===== config.mk =====
export PLATFORM = sky130hd
export DESIGN_NAME = phase1_puzzle_dial_seq_flat
export DESIGN_NICKNAME = d
export VERILOG_FILES = /design/src/rtl/phase1_puzzle_dial_seq_pkg.sv /design/src/rtl/phase1_puzzle_dial_seq_if.sv /design/src/rtl/phase1_puzzle_dial_seq_lfsr.sv /design/src/rtl/phase1_puzzle_dial_seq.sv /design/src/flat_wrapper.sv
export SDC_FILE = /design/constraint.sdc
export NUM_CORES = 1
export LEC_CHECK = 0
export ABC_AREA = 1
export CORE_MARGIN = 4
export CORE_UTILIZATION = 56
export DETAILED_ROUTE_END_ITERATION = 6
export GPL_TIMING_DRIVEN = 0
export PLACE_DENSITY = 0.86
export SKIP_LAST_GASP = 1
export SYNTH_ARGS = -nofsm -noshare
export SYNTH_HDL_FRONTEND = slang
export SYNTH_SLANG_ARGS = --single-unit

===== constraint.sdc =====
create_clock -name clk -period 6.2 [get_ports clk]
set_input_delay 1.24 -clock clk [delete_from_list [all_inputs] [get_ports clk]]
set_output_delay 1.24 -clock clk [all_outputs]
set_load 0.01 [all_outputs]

===== src/rtl/phase1_puzzle_dial_seq_pkg.sv =====
// Shared types and constants for the phase-1 dial puzzles.
package phase1_puzzle_pkg;

    typedef enum logic [2:0] {
        IDLE,
        LOAD,
        ARMED,
        DONE,
        LOCKOUT
    } state_t;

    localparam logic [15:0] LFSR_SEED = 16'hACE1;
    // Fibonacci feedback taps at bits 15, 13, 12, 10
    localparam logic [15:0] LFSR_TAPS = 16'hB400;
    localparam logic [3:0]  BLANK_NIB = 4'hF;

    function automatic logic [15:0] lfsr_next(input logic [15:0] q);
        return {q[14:0], ^(q & LFSR_TAPS)};
    endfunction

endpackage


===== src/rtl/phase1_puzzle_dial_seq_if.sv =====
// Game-FSM <-> dial-sequence puzzle signal bundle; master = game side, slave = puzzle.
interface phase1_puzzle_dial_seq_if #(
    parameter int POS_BITS = 3,
    parameter int ADC_W    = 12
);
    localparam int NPOS = 2 ** POS_BITS;

    logic                  enable;
    logic [ADC_W-1:0]      adc_dial_val;
    logic                  btn_click;
    logic [4*NPOS-1:0]     target_seg_data;
    logic [NPOS-1:0]       cursor_led;
    logic [7:0]            servo_angle;
    logic [2:0]            stage;
    logic [3:0]            strikes;
    logic [POS_BITS-1:0]   cur_target;
    logic                  clear;
    logic                  fail;

    modport master (
        output enable, adc_dial_val, btn_click,
        input  target_seg_data, cursor_led, servo_angle, stage, strikes,
               cur_target, clear, fail
    );

    modport slave (
        input  enable, adc_dial_val, btn_click,
        output target_seg_data, cursor_led, servo_angle, stage, strikes,
               cur_target, clear, fail
    );

endinterface


===== src/rtl/phase1_puzzle_dial_seq_lfsr.sv =====
// 16-bit free-running Fibonacci LFSR shared by the phase-1 puzzles.
module puzzle_lfsr16
    import phase1_puzzle_pkg::*;
(
    input  logic        clk,
    input  logic        rst,
    output logic [15:0] q
);

    logic [15:0] r_q;

    always_ff @(posedge clk) begin
        if (rst) r_q <= LFSR_SEED;
        else     r_q <= lfsr_next(r_q);
    end

    assign q = r_q;

endmodule


===== src/rtl/phase1_puzzle_dial_seq.sv =====
// Dial-sequence puzzle: dial SEQ_LEN LFSR targets in order, MAX_FAILS strikes to lock out.
// Optional macro DIAL_SETTLE_EN: clicks accepted only after SETTLE_CYCLES of stable dial.
module phase1_puzzle_dial_seq
    import phase1_puzzle_pkg::*;
#(
    parameter int POS_BITS      = 3,
    parameter int ADC_W         = 12,
    parameter int SEQ_LEN       = 3,
    parameter int MAX_FAILS     = 3,
    parameter int SERVO_STEP    = 25,
    parameter int SETTLE_CYCLES = 1000
) (
    input  logic                       clk,
    input  logic                       rst,
    phase1_puzzle_dial_seq_if.slave    bus
);

    localparam int NPOS = 2 ** POS_BITS;
    typedef logic [POS_BITS-1:0] pos_t;

    state_t      r_state, w_state_nxt;
    pos_t        r_targets [8];
    pos_t        w_targets_nxt [8];
    logic [2:0]  r_idx, w_idx_nxt;
    logic [2:0]  r_stage, w_stage_nxt;
    logic [3:0]  r_strikes, w_strikes_nxt;
    logic        r_clear, w_clear_nxt;
    logic        r_fail, w_fail_nxt;
    pos_t        r_pos;
    pos_t        w_pos, w_t_raw, w_cur_target;
    logic [15:0] w_lfsr;
    logic        w_settled, w_click;
    logic [4*NPOS-1:0] w_seg;

    puzzle_lfsr16 u_lfsr (
        .clk (clk),
        .rst (rst),
        .q   (w_lfsr)
    );

    assign w_pos        = bus.adc_dial_val[ADC_W-1 -: POS_BITS];
    assign w_t_raw      = w_lfsr[POS_BITS-1:0];
    assign w_cur_target = r_targets[r_stage];

`ifdef DIAL_SETTLE_EN
    localparam int SET_W = $clog2(SETTLE_CYCLES + 1);
    logic [SET_W-1:0] r_settle_cnt;

    always_ff @(posedge clk) begin
        if (rst || (w_pos != r_pos))
            r_settle_cnt <= '0;
        else if (r_settle_cnt != SET_W'(SETTLE_CYCLES))
            r_settle_cnt <= r_settle_cnt + SET_W'(1);
    end

    assign w_settled = (r_settle_cnt == SET_W'(SETTLE_CYCLES));
`else
    assign w_settled = (SETTLE_CYCLES >= 0);
`endif

    assign w_click = bus.btn_click & w_settled;

    always_ff @(posedge clk) begin
        if (rst) begin
            r_state   <= IDLE;
            r_targets <= '{default: '0};
            r_idx     <= '0;
            r_stage   <= '0;
            r_strikes <= '0;
            r_clear   <= 1'b0;
            r_fail    <= 1'b0;
            r_pos     <= '0;
        end else begin
            r_state   <= w_state_nxt;
            r_targets <= w_targets_nxt;
            r_idx     <= w_idx_nxt;
            r_stage   <= w_stage_nxt;
            r_strikes <= w_strikes_nxt;
            r_clear   <= w_clear_nxt;
            r_fail    <= w_fail_nxt;
            r_pos     <= w_pos;
        end
    end

    always_comb begin
        w_state_nxt   = r_state;
        w_targets_nxt = r_targets;
        w_idx_nxt     = r_idx;
        w_stage_nxt   = r_stage;
        w_strikes_nxt = r_strikes;
        w_clear_nxt   = 1'b0;
        w_fail_nxt    = 1'b0;
        if (!bus.enable) begin
            w_state_nxt = IDLE;
        end else begin
            case (r_state)
                IDLE: begin
                    w_state_nxt   = LOAD;
                    w_idx_nxt     = '0;
                    w_stage_nxt   = '0;
                    w_strikes_nxt = '0;
                end
                LOAD: begin
                    // bump a repeat so consecutive targets always differ
                    if ((r_idx != 3'd0) && (w_t_raw == r_targets[r_idx - 3'd1]))
                        w_targets_nxt[r_idx] = w_t_raw + pos_t'(1);
                    else
                        w_targets_nxt[r_idx] = w_t_raw;
                    if (r_idx == 3'(SEQ_LEN - 1)) w_state_nxt = ARMED;
                    else                          w_idx_nxt   = r_idx + 3'd1;
                end
                ARMED: begin
                    if (w_click) begin
                        if (r_pos == w_cur_target) begin
                            if (r_stage == 3'(SEQ_LEN - 1)) begin
                                w_clear_nxt = 1'b1;
                                w_state_nxt = DONE;
                            end else begin
                                w_stage_nxt = r_stage + 3'd1;
                            end
                        end else begin
                            w_strikes_nxt = r_strikes + 4'd1;
                            if (w_strikes_nxt == 4'(MAX_FAILS)) begin
                                w_fail_nxt  = 1'b1;
                                w_state_nxt = LOCKOUT;
                            end else begin
                                w_stage_nxt = '0;
                            end
                        end
                    end
                end
                default: ;
            endcase
        end
    end

    always_comb begin
        for (int unsigned i = 0; i < NPOS; i++) w_seg[4*i +: 4] = BLANK_NIB;
        if (r_state == ARMED) w_seg[4*w_cur_target +: 4] = 4'h0;
    end

    assign bus.target_seg_data = w_seg;
    assign bus.cursor_led      = NPOS'(1) << w_pos;
    assign bus.servo_angle     = 8'(int'(w_pos) * SERVO_STEP);
    assign bus.stage           = r_stage;
    assign bus.strikes         = r_strikes;
    assign bus.cur_target      = w_cur_target;
    assign bus.clear           = r_clear;
    assign bus.fail            = r_fail;

endmodule


===== src/flat_wrapper.sv =====
// flat-port wrapper written by rule: the top's interface ports become plain ports
module phase1_puzzle_dial_seq_flat import phase1_puzzle_pkg::*;
#(
    parameter int POS_BITS      = 3,
    parameter int ADC_W         = 12,
    parameter int SEQ_LEN       = 3,
    parameter int MAX_FAILS     = 3,
    parameter int SERVO_STEP    = 25,
    parameter int SETTLE_CYCLES = 1000
)
  (clk, rst, bus_enable, bus_adc_dial_val, bus_btn_click, bus_target_seg_data, bus_cursor_led, bus_servo_angle, bus_stage, bus_strikes, bus_cur_target, bus_clear, bus_fail);
  phase1_puzzle_dial_seq_if #(.POS_BITS(POS_BITS), .ADC_W(ADC_W)) bus_i ();
  input  logic clk;
  input  logic rst;
  input wire logic [$bits(bus_i.enable)-1:0] bus_enable;
  input wire logic [$bits(bus_i.adc_dial_val)-1:0] bus_adc_dial_val;
  input wire logic [$bits(bus_i.btn_click)-1:0] bus_btn_click;
  output wire logic [$bits(bus_i.target_seg_data)-1:0] bus_target_seg_data;
  output wire logic [$bits(bus_i.cursor_led)-1:0] bus_cursor_led;
  output wire logic [$bits(bus_i.servo_angle)-1:0] bus_servo_angle;
  output wire logic [$bits(bus_i.stage)-1:0] bus_stage;
  output wire logic [$bits(bus_i.strikes)-1:0] bus_strikes;
  output wire logic [$bits(bus_i.cur_target)-1:0] bus_cur_target;
  output wire logic [$bits(bus_i.clear)-1:0] bus_clear;
  output wire logic [$bits(bus_i.fail)-1:0] bus_fail;
  assign bus_i.enable = bus_enable;
  assign bus_i.adc_dial_val = bus_adc_dial_val;
  assign bus_i.btn_click = bus_btn_click;
  assign bus_target_seg_data = bus_i.target_seg_data;
  assign bus_cursor_led = bus_i.cursor_led;
  assign bus_servo_angle = bus_i.servo_angle;
  assign bus_stage = bus_i.stage;
  assign bus_strikes = bus_i.strikes;
  assign bus_cur_target = bus_i.cur_target;
  assign bus_clear = bus_i.clear;
  assign bus_fail = bus_i.fail;
  phase1_puzzle_dial_seq #(.POS_BITS(POS_BITS), .ADC_W(ADC_W), .SEQ_LEN(SEQ_LEN), .MAX_FAILS(MAX_FAILS), .SERVO_STEP(SERVO_STEP), .SETTLE_CYCLES(SETTLE_CYCLES)) u_core (.clk(clk), .rst(rst), .bus(bus_i));
endmodule

* Yosys cells after proc, flatten, opt, wreduce, memory -nomap -nowiden
Index checks and enable logic that the tools add are counted.
** Storage, ports and cells
- Register bits after elaboration :: 58
- Output and inout bits :: 60
- Input port bits :: 16
** Cells by class
- Multiply operators :: 1
- Shifts and indexed selects :: 3
- Multiplexer cells :: 30
- Add/subtract/negate cells :: 6
- Eq/ne operators :: 15
- $lt $le $gt $ge :: 4
- Bitwise gates (word level) :: 9
- Reduce and logical (&&, ||, !) cells :: 16
** Operator list (count)
- $bwmux W24 :: 2
- $mux W3 :: 15
- $neg A5 Y34 :: 1
- $shift A4 B34 Y32 const A :: 1
- $shiftx A4 B34 Y32 const A :: 1
- $mux W32 :: 1
- $not A32 Y32 :: 1
- $or A32 B32 Y32 :: 1
- $mux W24 :: 1
- $bmux W3 S3 :: 2
- $reduce_xor A16 Y1 :: 1
- $ge A4 B4 Y1 const B :: 3
- $not A3 Y4 :: 3
- $pmux W3 S2 :: 2
- $reduce_and A5 Y1 :: 2
- $reduce_or A5 Y1 :: 2
- $add A3 B1 Y3 const B :: 3
- $demux W3 S3 :: 1
- $eq A3 B2 Y1 const B :: 3
- $pmux W3 S3 :: 1
- $mul A3 B5 Y8 const B :: 1
- $mux W4 :: 2
- $pmux W4 S2 :: 1
- $shl A1 B3 Y8 const A :: 1
- other kinds (21) :: 32

* Depth between registers and ports, before layout
- Word-level depth :: 9
- Gate-level depth with buffers :: 17

* Cells and area by module
From an unflattened synthesis, not the netlist that was laid out.
** Second synthesis, totals
- Cell total of the unflattened synthesis :: 585
- Area, all modules :: 3821.2 um^2
** Modules (own cells, without submodules)
- phase1_puzzle_dial_seq :: area each 3318.2 um^2, sequential area each 840.8 um^2, cells each 526, times used 1
- puzzle_lfsr16 :: area each 503.0 um^2, sequential area each 320.3 um^2, cells each 59, times used 1

* Worst setup path before layout
OpenSTA, ideal clock, no wires.
- Kind :: register to output
- Start point :: register u_core.r_stage[0] (netlist: u_core.bus.stage[0])
- End point :: output bus_target_seg_data[17]
- Arrival time :: 2.232 ns
- Path buffers :: 2
- Cell stages (with the launch flop) :: 13
- Data required time :: 4.960 ns
- Path slack :: 2.728 ns
- Path through :: dfxtp_1 inv_2 buf_6 nand2_1 nand3_1 nand3_1 nand2_2 ha_1 ha_1 inv_1 nor4_1 nand3_1 buf_4
** On the way
- Word-level cells in the longest chain between the ends :: 9
- Elaborated cells on any way between the ends :: 10
- Classes of those cells :: add/sub: 1; shift: 2; mux: 4; bitwise: 3
** Ends and longest elaborated chain
- start: declaration :: RTL line phase1_puzzle_dial_seq.sv:25 : logic [2:0] r_stage, w_stage_nxt;
- start signal: assignment :: RTL line phase1_puzzle_dial_seq.sv:77 : r_stage <= w_stage_nxt;
- $not A3 Y4 (implied by the code) (*) :: RTL line phase1_puzzle_dial_seq.sv:43 : assign w_cur_target = r_targets[r_stage];
- $bmux W3 S3 (*) :: RTL line phase1_puzzle_dial_seq.sv:43
- $mux W3 (implied by the code) (*) (2 in series) :: RTL line phase1_puzzle_dial_seq.sv:43
- $neg A5 Y34 (*) :: RTL line phase1_puzzle_dial_seq.sv:139 : if (r_state == ARMED) w_seg[4*w_cur_target +: 4] = 4'h0;
- $shift A4 B34 Y32 :: RTL line phase1_puzzle_dial_seq.sv:139
- $not A32 Y32 (no source line)
- $or A32 B32 Y32 (no source line) (*)
- $mux W32 (*) :: RTL line phase1_puzzle_dial_seq.sv:139
- end: declaration :: RTL line flat_wrapper.sv:18 : output wire logic [$bits(bus_i.target_seg_data)-1:0] bus_target_seg_data;
Every way passes the cells marked *; elsewhere a longest branch is shown, timed or not. The select of a mux whose other input is x is not followed.

* Final worst setup path
- Start point :: register u_core.r_stage[0] (netlist: u_core.bus.stage[0])
- End point :: output bus_target_seg_data[19]
The elaborated chain is that of the path after synthesis.

==> results.cfg <==
[power]
swShare = 0.299
ir_drop_mv = 0.158
seqPwrFrac = 0.358
pwr-share-comb = 0.219
p_leak_nw = 2.36
clkPwrFrac = 0.423
p_int_mw = 0.783
p_switching_mw = 0.334
pwr_density_cell_mw_per_mm2 = 231

[floorplanning]
coreArea_mm2 = 0.00649
ios = 76
dieArea_mm2 = 0.00821
die_y_um = 90.6
die_w_um = 90.6
initial_utilization = 0.589
fp-row-count = 29

[timing]
fin_ws_ns = 1.52
rsz0062_at_grt = false
worst_pin_slew_ns = 0.649
max_slew_margin = 0.565
finalMaxSlewViolations = 0
fmax_mhz = 214
post-route-period-util = 0.754
setup_violations = 0
final-hold-violation-count = 0
totalNegativeSetupSlack_ns = 0
finalCriticalPeriod_ns = 4.68
skew_ns = 0.00982

[critical_path]
regToRegStartpoint = u_core.r_idx[0]
cp_slowest_cell = dfxtp_1
reg2reg_depth = 16
critPathTopFamily = buffers and inverters
path_depth = 13
r2r_setup_slack_ns = 3.37
start_kind = flop
cp_num_buf_inv = 5
cpPeakStageDelay_ns = 0.52
critPathArrivalTime_ns = 3.44
end_kind = primary output
r2r_end = u_core.r_targets[11]
worstPathRequired_ns = 4.96
criticalPathCategory = flop to primary output
cp_max_fo = 10
crit_chain = inv_2 -> buf_6 -> nand2_1 -> nand3_1 -> nand3_2 -> nand2_2 -> ha_1 -> ha_1 -> inv_1 -> nor4_1 -> nand3_1 -> buf_4 -> clkdlybuf4s50_1

[hold_path]
whs_path_depth = 2
worstHoldStart = u_core.u_lfsr.q[8]
whs_endpoint = u_core.u_lfsr.q[9]
holdCritPathClass = flop to flop

[route]
ant_nets = 0
top_layer = met4
route.detailed.drc = 0
drt-initial-drc-count = 356
wl_per_cell_um = 14.3
route.final.wire_length_um = 10300
wl_met1_um = 4010
first_pass_iters = 5
vias = 3881
vias_per_cell = 5.35
route.met2.wl_um = 5050
wl_met3_um = 991

[synth]
synthCells = 567
synth_warnings = 0
syn-num-nets = 604
yosysSeqAreaShare = 0.304
yosysMostFrequentCell = inv_1
synth_cell_type_count = 33
synthTopCellsByArea = dfxtp_1 (30%), inv_1 (11%), nand2_1 (11%), nand3_1 (7.7%), ha_1 (6.9%)
synth_area_mm2 = 0.00382
synth_top_area_cell = dfxtp_1
synth-edff-count = 0
avgSynthCellArea_um2 = 6.74
synth_ff_type = dfxtp_1
synthDominantCellAreaShare = 0.304
synth-seq-cells = 58
yosys-top-cells-count = inv_1 (111), nand2_1 (109), nand3_1 (59)
async_flop_share = 0

[global_route]
grt_pass1_vias = 3660
grt_usage = 0.253
grt_max_degree = 12
grt_pass1_wl_um = 16900
overflow = 0
antenna_found_initial = 0

[clock_tree]
cts.sinks = 58
cts_max_path_buffers = 2
cts-buffers-inserted = 9
cts_setup_buffers = 0
cts_hold_buf = 0
clkSlewWorstSetupHoldPaths_ns = 0.07
cts_resized = 0
clk_latency_ns = 0.36
clockRootBuffer = clkbuf_8
cts_tree = done
htree_levels = 3

[final_layout]
final.fill_count = 525
final_cell_area_mm2 = 0.00483
multi_input_area_mm2 = 0.00194
area_growth_pct = 26.5
n_antenna_cell = 0
drive_above_1_share = 0.137
nets = 680
seqCellArea_mm2 = 0.00116
instances_no_fill = 725

[run]
cap_violations = 0

[placement]
port_buffers = 65
gp_congestion = 0.997
place_ws_ns = 1.79
placed_cell_area_mm2 = 0.00457
hpwl_um = 7650
dpl.cell_count = 709

[status]
status = finished, final reports clean
-- power by group through the flow --
stage / Clock (mW) / Sequential (mW) / Combinational (mW)
2_1_floorplan: 0 / 0.405 / 0.168
3_5_place_dp: 0 / 0.408 / 0.238
5_1_grt: 0.496 / 0.402 / 0.266
3_3_place_gp: 0 / 0.407 / 0.231
4_1_cts: 0.475 / 0.400 / 0.241
6_report: 0.472 / 0.400 / 0.244
-- cells in the final DEF, fill, tap and decap left out, types with 6 or more instances in the layout --
master           Yosys  final
inv_1              111    111
nor2_1              46     46
or2_2                7      7
nor3_1               6      6
clkbuf_1             8      8
nand4_1             13     13
clkdlybuf4s50_1      0     65
clkbuf_8             0      9
buf_4               30     30
nand3_1             59     59
a21oi_1             35     35
dfxtp_1             58     58
o211ai_1             8      8
nand2_2             11     11
nand3_2              7      7
nand2_1            109    109
ha_1                21     21
-- per-layer routing --
metal	up-vias	GRT usage
li1	1889	-
met1	1762	0.288
met2	198	0.441
met3	32	0.0650
met4	0	0.114
met5	-	0
-- state kept, by name, summed over array words and instances (netlist names) --
signal / cells
u_core.bus.clear: 1
u_core.bus.fail: 1
u_core.bus.stage: 3
u_core.bus.strikes: 4
u_core.r_idx: 3
u_core.r_pos: 3
u_core.r_state: 3
u_core.r_targets: 24
u_core.u_lfsr.q: 16
-- worst max-delay path by stage --
stage / slack (ns) / startpoint / end
2_1_floorplan: 2.73 / u_core.bus.stage[0] / bus_target_seg_data[17]
3_3_place_gp: 1.81 / bus_adc_dial_val[10] / bus_servo_angle[6]
3_5_place_dp: 1.79 / bus_adc_dial_val[10] / bus_servo_angle[6]
4_1_cts: 1.57 / u_core.bus.stage[0] / bus_target_seg_data[19]
5_1_grt: 1.32 / u_core.bus.stage[0] / bus_target_seg_data[17]
6_report: 1.52 / u_core.bus.stage[0] / bus_target_seg_data[19]
-- layout make-up --
| type | count | share of cell area |
|---|---|---|
| Buffer | 42 | 0.0608 |
| Clock buffer | 9 | 0.0256 |
| Clock inverter | 7 | 0.0292 |
| Inverter | 113 | 0.0877 |
| Multi-Input combinational cell | 354 | 0.402 |
| Sequential cell | 58 | 0.240 |
| Tap cell | 77 | 0.0199 |
| Timing Repair Buffer | 65 | 0.135 |
-- worst register-to-register path, cell delays in order (launching register included) --
cell and delay, ns:
dfxtp_1 0.35, buf_4 0.19, buf_6 0.17, inv_1 0.14, ha_1 0.41, buf_2 0.27
o211ai_1 0.14, nand2_1 0.10, nand2_1 0.08, nand3_1 0.13, nand3_1 0.10, nor2_2 0.13
nand2_1 0.08, nand2_2 0.18, nand3_1 0.11, nand2_1 0.09, inv_1 0.04
-- kinds of logic (layout without fill, tap and decap cells) --
family,count (synthesis),in the layout,share of synthesized area
XOR/XNOR,7,7,0.0160
buffers and inverters,155,236,0.188
adder cells (fa/ha/maj),21,21,0.0687
AND/OR/NAND/NOR,272,272,0.346
flip-flops,58,58,0.304
AO/OA/AOI/OAI,54,54,0.0779
-- stage by stage --
stage / total power, mW / hold WS (ns) / util
3_3_place_gp: 0.638 / 0.391 / 0.704
6_report: 1.12 / 0.410 / 0.744
3_5_place_dp: 0.646 / 0.400 / 0.704
2_1_floorplan: 0.573 / 0.388 / -
4_1_cts: 1.12 / 0.415 / 0.744
5_1_grt: 1.16 / 0.428 / 0.744
Power figures use the tool's default switching activity.
